===== config.mk =====
export PLATFORM = sky130hd
export DESIGN_NAME = seq_pat_tx_flat
export DESIGN_NICKNAME = d
export VERILOG_FILES = /design/src/rtl/seq_pat_tx_if.sv /design/src/rtl/seq_pat_tx.sv /design/src/flat_wrapper.sv
export SDC_FILE = /design/constraint.sdc
export NUM_CORES = 1
export LEC_CHECK = 0
export BUFFER_PORTS_ARGS = -buffer_cell sky130_fd_sc_hd__buf_2
export CORE_AREA = 2 2 61 63
export CTS_BUF_LIST = sky130_fd_sc_hd__clkbuf_4
export CTS_CLUSTER_DIAMETER = 120
export CTS_CLUSTER_SIZE = 16
export DETAILED_ROUTE_END_ITERATION = 7
export DIE_AREA = 0 0 63 65
export PLACE_DENSITY = 0.75
export SLEW_MARGIN = 20
export SYNTH_ARGS = -nofsm -noshare
export SYNTH_HDL_FRONTEND = slang
export SYNTH_SLANG_ARGS = --single-unit

===== constraint.sdc =====
create_clock -name clk -period 1.54 [get_ports clk]
set_input_delay 0.462 -clock clk [delete_from_list [all_inputs] [get_ports clk]]
set_output_delay 0.462 -clock clk [all_outputs]
set_load 0.005 [all_outputs]

===== src/rtl/seq_pat_tx_if.sv =====
// ----------------------------------------------------------------------------
// seq_pat_tx_if
//
// Purpose:
//    Bundles the control inputs and serial outputs of the serial pattern
//    transmitter so the transmitter and whatever drives it (a controller or a
//    bench) can be wired with a single connection.
//
// Signals:
//    start        request to begin a burst (only honoured while idle)
//    stop         request to end a burst after the current frame
//    pat_sel      0 = built-in pattern, 1 = pat_in
//    pat_in       programmable pattern, PAT_W bits
//    reps         frames per burst, 0 = run until stop
//    gap          idle cycles between frames, 0 = back-to-back
//    seq          serial data bit
//    seq_vld      seq carries a pattern bit
//    frame_start  pulse on the first (MSB) bit of each frame
//    busy         transmitter is not idle
//    done         pulse marking the end of a burst
//
// Modports:
//    master  drives the controls, observes the serial outputs
//    slave   the transmitter itself
// ----------------------------------------------------------------------------
interface seq_pat_tx_if #(
   parameter int PAT_W = 7,
   parameter int CNT_W = 4,
   parameter int GAP_W = 4
);

   logic             start;
   logic             stop;
   logic             pat_sel;
   logic [PAT_W-1:0] pat_in;
   logic [CNT_W-1:0] reps;
   logic [GAP_W-1:0] gap;

   logic             seq;
   logic             seq_vld;
   logic             frame_start;
   logic             busy;
   logic             done;

   modport master (
      output start, stop, pat_sel, pat_in, reps, gap,
      input  seq, seq_vld, frame_start, busy, done
   );

   modport slave (
      input  start, stop, pat_sel, pat_in, reps, gap,
      output seq, seq_vld, frame_start, busy, done
   );

endinterface


===== src/rtl/seq_pat_tx.sv =====
// ----------------------------------------------------------------------------
// seq_pat_tx
//
// Purpose:
//    Serial pattern transmitter. Sends a PAT_W-bit pattern MSB first, one bit
//    per clock, for a programmable number of frames separated by a
//    programmable number of idle cycles. Used to feed the serial sequence
//    detectors, both for stimulus and for on-chip loopback self-test.
//
// Parameters:
//    PAT_W    pattern length in bits (2..16)
//    PATTERN  built-in pattern, sent MSB first
//    CNT_W    width of the frame-repeat count
//    GAP_W    width of the inter-frame gap count
//
// Ports:
//    clk   system clock, rising edge
//    rst   asynchronous active-low reset, released synchronously to clk
//    bus   seq_pat_tx_if slave modport (controls in, serial outputs out)
//
// Timing:
//    start sampled at edge N puts the MSB on seq (with seq_vld and
//    frame_start) from edge N+1; the frame occupies edges N+1 .. N+PAT_W.
//    Every output is a register reflecting the state during the cycle
//    before the edge, so busy rises together with the first bit and the
//    done pulse appears one edge after the last bit.
// ----------------------------------------------------------------------------
module seq_pat_tx #(
   parameter int               PAT_W   = 7,
   parameter logic [PAT_W-1:0] PATTERN = 7'b1101100,
   parameter int               CNT_W   = 4,
   parameter int               GAP_W   = 4
) (
   input  logic          clk,
   input  logic          rst,
   seq_pat_tx_if.slave   bus
);

   localparam int               IDX_W    = $clog2(PAT_W);
   localparam logic [IDX_W-1:0] LAST_IDX = IDX_W'(PAT_W - 1);

   typedef enum logic [1:0] {
      ST_IDLE,
      ST_SHIFT,
      ST_GAP,
      ST_DONE
   } state_t;

   state_t           state;

   // Burst parameters latched at start so the inputs may change freely
   // while a burst is in progress.
   logic [PAT_W-1:0] shadow_pat;
   logic [CNT_W-1:0] shadow_reps;
   logic [GAP_W-1:0] shadow_gap;

   logic [IDX_W-1:0] idx;
   logic [CNT_W-1:0] frame_cnt;
   logic [GAP_W-1:0] gap_cnt;
   logic             stop_pend;

   logic [CNT_W-1:0] frame_next;
   logic [GAP_W-1:0] gap_last;
   logic             reps_reached;
   logic             end_burst;

   // Frame count including the frame that is finishing this cycle; with
   // reps = 0 the counter simply wraps and never ends the burst.
   assign frame_next   = frame_cnt + CNT_W'(1);
   assign reps_reached = (shadow_reps != '0) && (frame_next == shadow_reps);

   // A stop arriving on the very last bit still counts: the frame is
   // complete at that point, so there is nothing left to protect.
   assign end_burst    = stop_pend || bus.stop || reps_reached;

   // Last gap count value; only meaningful when the shadow gap is non-zero.
   assign gap_last     = shadow_gap - GAP_W'(1);

   // Single FSM block. Each branch registers the outputs that belong to the
   // current state and chooses the next state. frame_start and done are
   // pulses, so they default low and are raised only where needed.
   always_ff @(posedge clk or negedge rst) begin
      if (!rst) begin
         state           <= ST_IDLE;
         shadow_pat      <= '0;
         shadow_reps     <= '0;
         shadow_gap      <= '0;
         idx             <= '0;
         frame_cnt       <= '0;
         gap_cnt         <= '0;
         stop_pend       <= 1'b0;
         bus.seq         <= 1'b0;
         bus.seq_vld     <= 1'b0;
         bus.frame_start <= 1'b0;
         bus.busy        <= 1'b0;
         bus.done        <= 1'b0;
      end else begin
         bus.frame_start <= 1'b0;
         bus.done        <= 1'b0;

         case (state)
            ST_IDLE: begin
               bus.seq     <= 1'b0;
               bus.seq_vld <= 1'b0;
               bus.busy    <= 1'b0;
               // stop is meaningless here; a simultaneous start wins.
               if (bus.start) begin
                  shadow_pat  <= bus.pat_sel ? bus.pat_in : PATTERN;
                  shadow_reps <= bus.reps;
                  shadow_gap  <= bus.gap;
                  idx         <= '0;
                  frame_cnt   <= '0;
                  gap_cnt     <= '0;
                  stop_pend   <= 1'b0;
                  state       <= ST_SHIFT;
               end
            end

            ST_SHIFT: begin
               bus.seq         <= shadow_pat[LAST_IDX - idx];
               bus.seq_vld     <= 1'b1;
               bus.busy        <= 1'b1;
               bus.frame_start <= (idx == '0);
               // A stop is remembered so the frame is never truncated.
               if (bus.stop) begin
                  stop_pend <= 1'b1;
               end
               if (idx == LAST_IDX) begin
                  idx       <= '0;
                  frame_cnt <= frame_next;
                  if (end_burst) begin
                     state <= ST_DONE;
                  end else if (shadow_gap != '0) begin
                     gap_cnt <= '0;
                     state   <= ST_GAP;
                  end
                  // Otherwise stay in SHIFT: the next frame follows
                  // immediately with idx back at 0.
               end else begin
                  idx <= idx + IDX_W'(1);
               end
            end

            ST_GAP: begin
               bus.seq     <= 1'b0;
               bus.seq_vld <= 1'b0;
               bus.busy    <= 1'b1;
               // No frame is in flight during the gap, so stop acts at once.
               if (bus.stop) begin
                  state <= ST_DONE;
               end else if (gap_cnt == gap_last) begin
                  gap_cnt <= '0;
                  state   <= ST_SHIFT;
               end else begin
                  gap_cnt <= gap_cnt + GAP_W'(1);
               end
            end

            ST_DONE: begin
               // start is deliberately not looked at here.
               bus.seq     <= 1'b0;
               bus.seq_vld <= 1'b0;
               bus.busy    <= 1'b1;
               bus.done    <= 1'b1;
               stop_pend   <= 1'b0;
               state       <= ST_IDLE;
            end

            default: begin
               state <= ST_IDLE;
            end
         endcase
      end
   end

endmodule

===== src/flat_wrapper.sv =====
// flat-port wrapper written by rule: the top's interface ports become plain ports
module seq_pat_tx_flat 
#(
   parameter int               PAT_W   = 7,
   parameter logic [PAT_W-1:0] PATTERN = 7'b1101100,
   parameter int               CNT_W   = 4,
   parameter int               GAP_W   = 4
)
  (clk, rst, bus_start, bus_stop, bus_pat_sel, bus_pat_in, bus_reps, bus_gap, bus_seq, bus_seq_vld, bus_frame_start, bus_busy, bus_done);
  seq_pat_tx_if #(.PAT_W(PAT_W), .CNT_W(CNT_W), .GAP_W(GAP_W)) bus_i ();
  input  logic clk;
  input  logic rst;
  input wire logic [$bits(bus_i.start)-1:0] bus_start;
  input wire logic [$bits(bus_i.stop)-1:0] bus_stop;
  input wire logic [$bits(bus_i.pat_sel)-1:0] bus_pat_sel;
  input wire logic [$bits(bus_i.pat_in)-1:0] bus_pat_in;
  input wire logic [$bits(bus_i.reps)-1:0] bus_reps;
  input wire logic [$bits(bus_i.gap)-1:0] bus_gap;
  output wire logic [$bits(bus_i.seq)-1:0] bus_seq;
  output wire logic [$bits(bus_i.seq_vld)-1:0] bus_seq_vld;
  output wire logic [$bits(bus_i.frame_start)-1:0] bus_frame_start;
  output wire logic [$bits(bus_i.busy)-1:0] bus_busy;
  output wire logic [$bits(bus_i.done)-1:0] bus_done;
  assign bus_i.start = bus_start;
  assign bus_i.stop = bus_stop;
  assign bus_i.pat_sel = bus_pat_sel;
  assign bus_i.pat_in = bus_pat_in;
  assign bus_i.reps = bus_reps;
  assign bus_i.gap = bus_gap;
  assign bus_seq = bus_i.seq;
  assign bus_seq_vld = bus_i.seq_vld;
  assign bus_frame_start = bus_i.frame_start;
  assign bus_busy = bus_i.busy;
  assign bus_done = bus_i.done;
  seq_pat_tx #(.PAT_W(PAT_W), .PATTERN(PATTERN), .CNT_W(CNT_W), .GAP_W(GAP_W)) u_core (.clk(clk), .rst(rst), .bus(bus_i));
endmodule

==> impl_metrics.json, run 1 <==
{
  "status": "finished, violations left",
  "violations": "negative setup slack",
  "cp.arrival_ps": 2000,
  "drtIter0Drc": 65,
  "fin_ws_ps": -220,
  "clockBufferDepth": 2,
  "power_switching_uw": 1410,
  "synth_common_cells": "dfrtp_1, inv_1, nor2_1, o21ai_1, nand2_1",
  "start_util": 0.496,
  "finalCritPeriodShare": 1.14,
  "die_y_um": 65,
  "ir_drop_uv": 837,
  "grtUsageMet2": 0.313,
  "netlist_instances": 172,
  "synthFlopType": "dfrtp_1",
  "cts.reportedPaths.clkPinSlew_ps": 110,
  "grt_pass1_vias": 1400,
  "dieWidth_um": 63,
  "maxSlewViolCount": 0,
  "cp_max_fo": 5,
  "clock-sinks": 34,
  "cts_tree": "built",
  "fin_hold_ws_ps": 54.6,
  "ioPinCount": 25,
  "first_pass_iters": 4,
  "grt_max_degree": 35,
  "netlist_area_mm2": 0.00174,
  "seq_power_share": 0.389,
  "rrSetupSlack_ps": -220,
  "slew_headroom": 0.800,
  "r2r_cells": 6,
  "yosysSeqAreaShare": 0.490,
  "vias": 1409,
  "reg2reg_to": "u_core.state[1]",
  "fillCellCount": 313,
  "synth_area_leaders": "dfrtp_1, ha_1, xnor2_1",
  "die_area_mm2": 0.00410,
  "utilization": 0.645,
  "ant_nets": 0,
  "diodes": 0,
  "use_met1": 0.234,
  "critical_path_class": "flip-flop to flip-flop",
  "ys_seq_elements": 34,
  "ctsHtreeMaxLevel": 2,
  "setup_viol": 6,
  "fmax_mhz": 568,
  "syn_area_per_cell_um2": 10.1,
  "crit_required_ps": 1780,
  "nets": 255,
  "layout-drive-gt1-share": 0.358,
  "clock_skew_ps": 15.8,
  "cts_buffers": 5,
  "synth_nets": 199,
  "tightest_slew_ps": 291,
  "reg2reg_from": "u_core.shadow_gap[0]",
  "p_int_uw": 2430,
  "coreArea_mm2": 0.00350,
  "hold_viol_final": 0,
  "maxCapViolations": 0,
  "grt_pass1_wl_um": 6060,
  "yosysMostFrequentCell": "dfrtp_1",
  "place_congestion": 0.836,
  "drc_errors": 0,
  "routedWlPerCell_um": 12.1,
  "totalWireLength_um": 3340,
  "clk-insertion-delay-late_ps": 340,
  "swShare": 0.368,
  "yosys_warnings": 0,
  "clkPwrFrac": 0.122,
  "yosys.area.top_type": "dfrtp_1",
  "hold_path_class": "primary input to asynchronous set/reset pin",
  "track_usage": 0.194,
  "postCtsHoldBufs": 0,
  "leakage_uw": 0.00107,
  "grt-ovfl-total": 0,
  "cts-root-buf": "clkbuf_4",
  "netlist-cell-type-count": 38,
  "io_buffers": 24,
  "synth-async-reset-ratio": 1.00,
  "busiest_layer": "met2",
  "p_per_area_mw_per_mm2": 1710,
  "fin_cells": 277,
  "synth_top_area_frac": 0.490,
  "cp-end-kind": "flip-flop",
  "place_inst": 264,
  "grtUsageMet3": 0.0434,
  "dp_hpwl_um": 2470,
  "comb_power_share": 0.488,
  "rsz0062_at_grt": "yes",
  "via_per_inst": 5.09,
  "setup_tns_ps": -1010,
  "startpoint": "u_core.shadow_gap[0]",
  "syn2layout_area_growth_pct": 29.9,
  "layout_min_cycle_time_ps": 1760,
  "rows": 22,
  "cp-start-kind": "flip-flop",
  "grt_antenna_before_repair": 0,
  "place_ws_ps": -142,
  "synth_edf_count": 0
}
-- state kept, by name, summed over array words and instances (netlist names) --
name and count:
u_core.bus.seq 1, u_core.state 2, u_core.bus.done 1, u_core.shadow_reps 4, u_core.shadow_pat 7, u_core.bus.busy 1
u_core.gap_cnt 4, u_core.idx 3, u_core.bus.seq_vld 1, u_core.shadow_gap 4, u_core.frame_cnt 4, u_core.stop_pend 1
u_core.bus.frame_start 1
-- cells by family (layout without fill, tap and decap cells) --
group           count (synthesis)  in the layout  share of synthesized area
flops                          34             34                      0.490
compound gates                 36             36                      0.133
buf+inv                        21             78                     0.0483
fa+ha+maj                       7              7                     0.0505
simple gates                   51             51                      0.142
xor+xnor                       12             12                     0.0606
mux                            11             11                     0.0750
-- per-stage QoR --
stage / power (µW) / instance area [µm²]
2_1_floorplan: 2600 / 1770
3_3_place_gp: 3180 / 2120
3_5_place_dp: 3230 / 2120
4_1_cts: 3780 / 2210
5_1_grt: 4190 / 2250
6_report: 3850 / 2250
-- final cells by class --
type	count	area (µm²)	share of cell area
clock inverters	3	16.3	0.00721
multi-input cells	117	870	0.386
clock buffers	5	37.5	0.0166
flip-flops and latches	34	853	0.378
inverters	17	63.8	0.0283
well taps	48	60.1	0.0266
repair buffers	53	354	0.157
-- worst max path at each step --
stage                              to  slack [ps]  cells after the start
global placement    u_core.gap_cnt[3]         -90                      7
global route        u_core.gap_cnt[1]        -330                      7
floorplan           u_core.gap_cnt[3]         -40                      7
finish                u_core.state[1]        -220                      6
CTS                 u_core.gap_cnt[1]        -170                      7
detailed placement  u_core.gap_cnt[3]        -140                      7
-- metal layers --
metal / up-vias / wire length, µm
met1: 658 / 1500
met3: 13 / 118
li1: 706 / -
met5: - / 0
met4: 0 / 127
met2: 32 / 1590
-- worst max-delay path: stages (launching register included) --
cell and delay (ps):
dfrtp_1 420, buf_4 150, buf_4 130, nor3_2 170, xnor2_1 110, o41a_1 450
a22o_1 230
-- power by group through the flow --
stage	registers [µW]	clock network, µW	logic [µW]
after floorplan	1460	0	1140
after global placement	1490	0	1690
after detailed placement	1500	0	1730
after CTS	1480	491	1810
after global routing	1550	543	2100
final	1500	470	1880
-- timing repair --
item	4_1_cts	5_1_grt
resized for setup	4	10
endpoints found under the setup margin	6	13
pin swaps	3	8
buffers inserted	3	2
-- placed cells by master, fill, tap and decap left out, types with 2 or more instances in the layout --
master,instances
clkbuf_4,5
nor3_1,3
inv_2,4
xor2_1,3
mux2i_1,4
nand2_1,12
xnor2_1,7
a21oi_1,3
ha_2,2
mux2_1,6
o21ai_1,13
ha_1,3
a22o_1,2
nand3_1,9
a31oi_1,4
buf_2,24
nor2_1,12
dfrtp_2,2
buf_4,27
o2bb2ai_1,2
o22ai_1,2
dfrtp_1,32
xnor2_2,2
inv_1,13
ha_4,2
o21ai_0,2
Note: power is estimated with default switching activity, not from simulation.
==> run 2: changes to the inputs <==
- RECOVER_POWER: default -> 50
==> impl_metrics.json, run 2 (synthesis gave the netlist of run 1 again) <==
{
  "finalCritPeriodShare": 1.14,
  "cts.reportedPaths.clkPinSlew_ps": 110,
  "cp.arrival_ps": 2000,
  "fin_ws_ps": -220,
  "die_y_um": 65,
  "clockBufferDepth": 2,
  "dp_hpwl_um": 2470,
  "maxCapViolations": 0,
  "largest_reg_flops": 7,
  "maxSlewViolCount": 0,
  "ioPinCount": 25,
  "rows": 22,
  "slew_headroom": 0.455,
  "p_per_area_mw_per_mm2": 1720,
  "cpMostUsedCell": "buf_4",
  "critical_path_class": "flip-flop to flip-flop",
  "setup_tns_ps": -1010,
  "cts_tree": "built",
  "diodes": 0,
  "grt_pass1_wl_um": 6060,
  "grt_pass1_vias": 1400,
  "totalWireLength_um": 3330,
  "layout-drive-gt1-share": 0.358,
  "setup_viol": 6,
  "rsz0062_at_grt": "yes",
  "place_congestion": 0.836,
  "vias": 1404,
  "first_pass_iters": 4,
  "drc_errors": 0,
  "critical-path-max-stage-delay_ps": 450,
  "cts_buffers": 5,
  "clock_skew_ps": 15.8,
  "fillCellCount": 315,
  "critical-path-top-delay-family": "compound AO/OA/AOI/OAI gates",
  "nets": 255,
  "p_total_uw": 3840,
  "track_usage": 0.194,
  "cp-end-kind": "flip-flop",
  "start_util": 0.496,
  "clk-insertion-delay-late_ps": 340,
  "tightest_slew_ps": 817,
  "ir_drop_uv": 837,
  "postCtsHoldBufs": 0,
  "coreArea_mm2": 0.00350,
  "dieWidth_um": 63,
  "status": "finished, violations left",
  "path_buf_inv": 2,
  "drtIter0Drc": 68,
  "cts-root-buf": "clkbuf_4",
  "routedWlPerCell_um": 12.0,
  "hold_viol_final": 0,
  "via_per_inst": 5.07,
  "grt_antenna_before_repair": 0,
  "io_buffers": 24,
  "layout_min_cycle_time_ps": 1760,
  "mostFrequentLayoutCells": "dfrtp_1, buf_4, buf_2",
  "die_area_mm2": 0.00410,
  "cp_max_fo": 5,
  "crit_slowest_cell": "o41a_1",
  "ant_nets": 0,
  "grt-ovfl-total": 0,
  "hold_path_class": "primary input to asynchronous set/reset pin",
  "clock-sinks": 34,
  "largest_register": "u_core.shadow_pat",
  "layout_commonest_cell": "dfrtp_1",
  "cp-start-kind": "flip-flop",
  "grt_max_degree": 35,
  "fmax_mhz": 568,
  "place_ws_ps": -142,
  "syn2layout_area_growth_pct": 29.1,
  "path_cells": "buf_4 -> buf_4 -> nor3_2 -> xnor2_1 -> o41a_1 -> a22o_1",
  "crit_required_ps": 1780,
  "violations": "negative setup slack",
  "ctsHtreeMaxLevel": 2,
  "leakage_uw": 0.00106
}
-- run 2: changes by cell type in the layout (fill, tap and decap cells not counted) --
cell	before	now
buf_12	1	0
clkbuf_2	0	1
-- run 2: worst paths after layout --
kind / depth (start not counted) / slack, ps / from / to
worst max register to register: 6 / -220 / u_core.shadow_gap[0] / u_core.state[1]
worst min register to register: 2 / 520 / u_core.frame_cnt[3] / u_core.frame_cnt[3]
worst min-delay path: 2 / 280 / rst / u_core.shadow_pat[4]
min in group clk: 3 / 320 / bus_gap[0] / u_core.shadow_gap[0]
worst max-delay path: 6 / -220 / u_core.shadow_gap[0] / u_core.state[1]
max in group asynchronous: 2 / 710 / rst / u_core.idx[0]
-- run 2: final cells by class --
cell class	instances	area (µm²)	area share
Multi-Input combinational cell	117	870	0.388
Sequential cell	34	853	0.381
Timing Repair Buffer	53	339	0.151
Clock buffer	5	37.5	0.0168
Inverter	17	63.8	0.0285
Tap cell	48	60.1	0.0268
Clock inverter	3	16.3	0.00726
-- run 2: metal layers --
metal  vias to the layer above  routed length (µm)  track usage
met1                       652                1500        0.234
li1                        707                   -            -
met2                        32                1590        0.313
met3                        13                 117       0.0434
met4                         0                 127        0.125
met5                         -                   0            0
-- run 2: repair_timing --
item	in CTS	in global routing
gates resized for setup	4	10
pin swaps	3	8
endpoints found under the setup margin	6	13
buffers inserted	3	2
cloned	0	0
-- run 2: where the power goes --
group / total (µW) / switching (µW) / leakage, µW / internal [µW]
logic: 1870 / 843 / 0.000618 / 1030
registers: 1500 / 270 / 0.000415 / 1230
clock network: 470 / 301 / 0.0000286 / 169
-- run 2: per-stage QoR --
stage,cell area (µm²),hold WS (ps),util,instances
after global placement,2120,436,0.608,264
after detailed placement,2120,435,0.608,264
after CTS,2210,49.8,0.632,275
after global routing,2240,313,0.641,277
after floorplan,1770,166,-,172
final,2240,277,0.641,277
==> run 3: changes to the inputs <==
- PLACE_DENSITY: 0.75 -> 0.78
- TNS_END_PERCENT: default -> 5
==> impl_metrics.json, run 3 (synthesis gave the netlist of run 1 again) <==
{
  "hold_viol_final": 0,
  "reg2reg_from": "u_core.frame_cnt[0]",
  "grt_pass1_vias": 1364,
  "drtIter0Drc": 56,
  "maxSlewViolCount": 0,
  "clock_skew_ps": 21.7,
  "grt-ovfl-total": 0,
  "final_area_mm2": 0.00227,
  "grt_pass1_wl_um": 6280,
  "fillCellCount": 291,
  "clk-insertion-delay-late_ps": 360,
  "grtUsageMet3": 0.0469,
  "clockBufferDepth": 2,
  "totalWireLength_um": 3710,
  "diodes": 0,
  "setup_viol": 5,
  "die_y_um": 65,
  "track_usage": 0.204,
  "ant_nets": 0,
  "cp-end-kind": "flip-flop",
  "maxCapViolations": 0,
  "violations": "negative setup slack",
  "tightest_slew_ps": 741,
  "critical_path_class": "flip-flop to flip-flop",
  "cp_max_fo": 4,
  "place_congestion": 0.895,
  "layout_commonest_cell": "dfrtp_1",
  "via_per_inst": 5.17,
  "vias": 1436,
  "grtUsageMet2": 0.338,
  "ir_drop_uv": 1000,
  "dieWidth_um": 63,
  "crit_end": "u_core.gap_cnt[1]",
  "rows": 22,
  "dp_hpwl_um": 2580,
  "p_per_area_mw_per_mm2": 1770,
  "use_met1": 0.248,
  "grt_antenna_before_repair": 0,
  "leakage_uw": 0.00109,
  "rrSetupSlack_ps": -240,
  "postCtsHoldBufs": 0,
  "clock-sinks": 34,
  "routedWlPerCell_um": 13.4,
  "startpoint": "u_core.frame_cnt[0]",
  "r2r_cells": 6,
  "die_area_mm2": 0.00410,
  "fmax_mhz": 562,
  "hold_path_class": "primary input to asynchronous set/reset pin",
  "fin_hold_ws_ps": 128,
  "layout_min_cycle_time_ps": 1780,
  "start_util": 0.496,
  "cp.arrival_ps": 2030,
  "largest_reg_flops": 7,
  "grt_max_degree": 22,
  "syn2layout_area_growth_pct": 30.8,
  "cts-root-buf": "clkbuf_4",
  "cts_buffers": 5,
  "finalCritPeriodShare": 1.15,
  "layout-drive-gt1-share": 0.352,
  "rsz0062_at_grt": "yes",
  "cts_tree": "built",
  "status": "finished, violations left",
  "largest_register": "u_core.shadow_pat",
  "reg2reg_to": "u_core.gap_cnt[1]",
  "crit_required_ps": 1790,
  "nets": 257,
  "ctsHtreeMaxLevel": 2,
  "cp-start-kind": "flip-flop",
  "dpl_cell_area_mm2": 0.00209,
  "busiest_layer": "met2",
  "first_pass_iters": 4,
  "fin_ws_ps": -238,
  "slew_headroom": 0.506,
  "coreArea_mm2": 0.00350,
  "cts.reportedPaths.clkPinSlew_ps": 110,
  "drc_errors": 0,
  "ioPinCount": 25,
  "mostFrequentLayoutCells": "dfrtp_1, buf_4, buf_2",
  "io_buffers": 24
}
run 3: cell count changes in the layout (fill, tap and decap cells not counted), sizes merged:
| cell | change |
|---|---|
| clkinvlp | -1 |
| bufinv | +1 |
| buf | +1 |
| clkinv | -1 |
| clkbuf | +1 |
run 3: area by class of cell:
| cell class | instances | area (µm²) | area share |
|---|---|---|---|
| clock inverter | 2 | 33.8 | 0.0149 |
| timing repair buffer | 55 | 353 | 0.155 |
| inverter | 17 | 63.8 | 0.0281 |
| tap | 48 | 60.1 | 0.0265 |
| sequential | 34 | 851 | 0.375 |
| clock buffer | 5 | 37.5 | 0.0165 |
| multi-input combinational | 117 | 871 | 0.384 |
run 3: power breakdown:
part / internal (µW) / switching [µW]
registers: 1230 / 271
logic: 1030 / 870
clock network: 328 / 298
total: 2580 / 1440
run 3: metal layers:
layer | part of all wire | vias to the layer above
met5 | 0 | -
met4 | 0.036 | 0
met3 | 0.049 | 15
met2 | 0.49 | 44
met1 | 0.43 | 672
li1 | - | 705
run 3: what timing repair did:
item / in CTS / in global routing
buffers inserted: 5 / 3
gates resized for setup: 7 / 10
pin swaps: 5 / 10
endpoints found under the setup margin: 9 / 19
run 3: critical path, cell delays in order, from the launching register on:
cell,delay (ps)
dfrtp_1,440
ha_2,200
xor2_1,150
xnor2_1,190
nand3_1,150
o31a_1,390
mux2i_1,140
run 3: worst min-delay path by stage:
stage / slack, ps / endpoint
after CTS: 6 / u_core.bus.done
after floorplan: 170 / u_core.bus.busy
final: 130 / u_core.bus.done
after global routing: 190 / u_core.bus.done
after global placement: 390 / u_core.frame_cnt[0]
after detailed placement: 390 / u_core.frame_cnt[2]
run 3: per-stage QoR:
step           setup TNS [ps]  std cells  utilization  setup slack (ps)  total power [µW]
2_1_floorplan            -174        172            -             -66.6              2520
4_1_cts                  -597        275        0.635              -159              3930
3_5_place_dp             -807        263        0.598              -211              3170
5_1_grt                 -1820        278        0.649              -350              4320
6_report                 -990        278        0.649              -238              4020
3_3_place_gp             -442        263        0.598              -127              3090
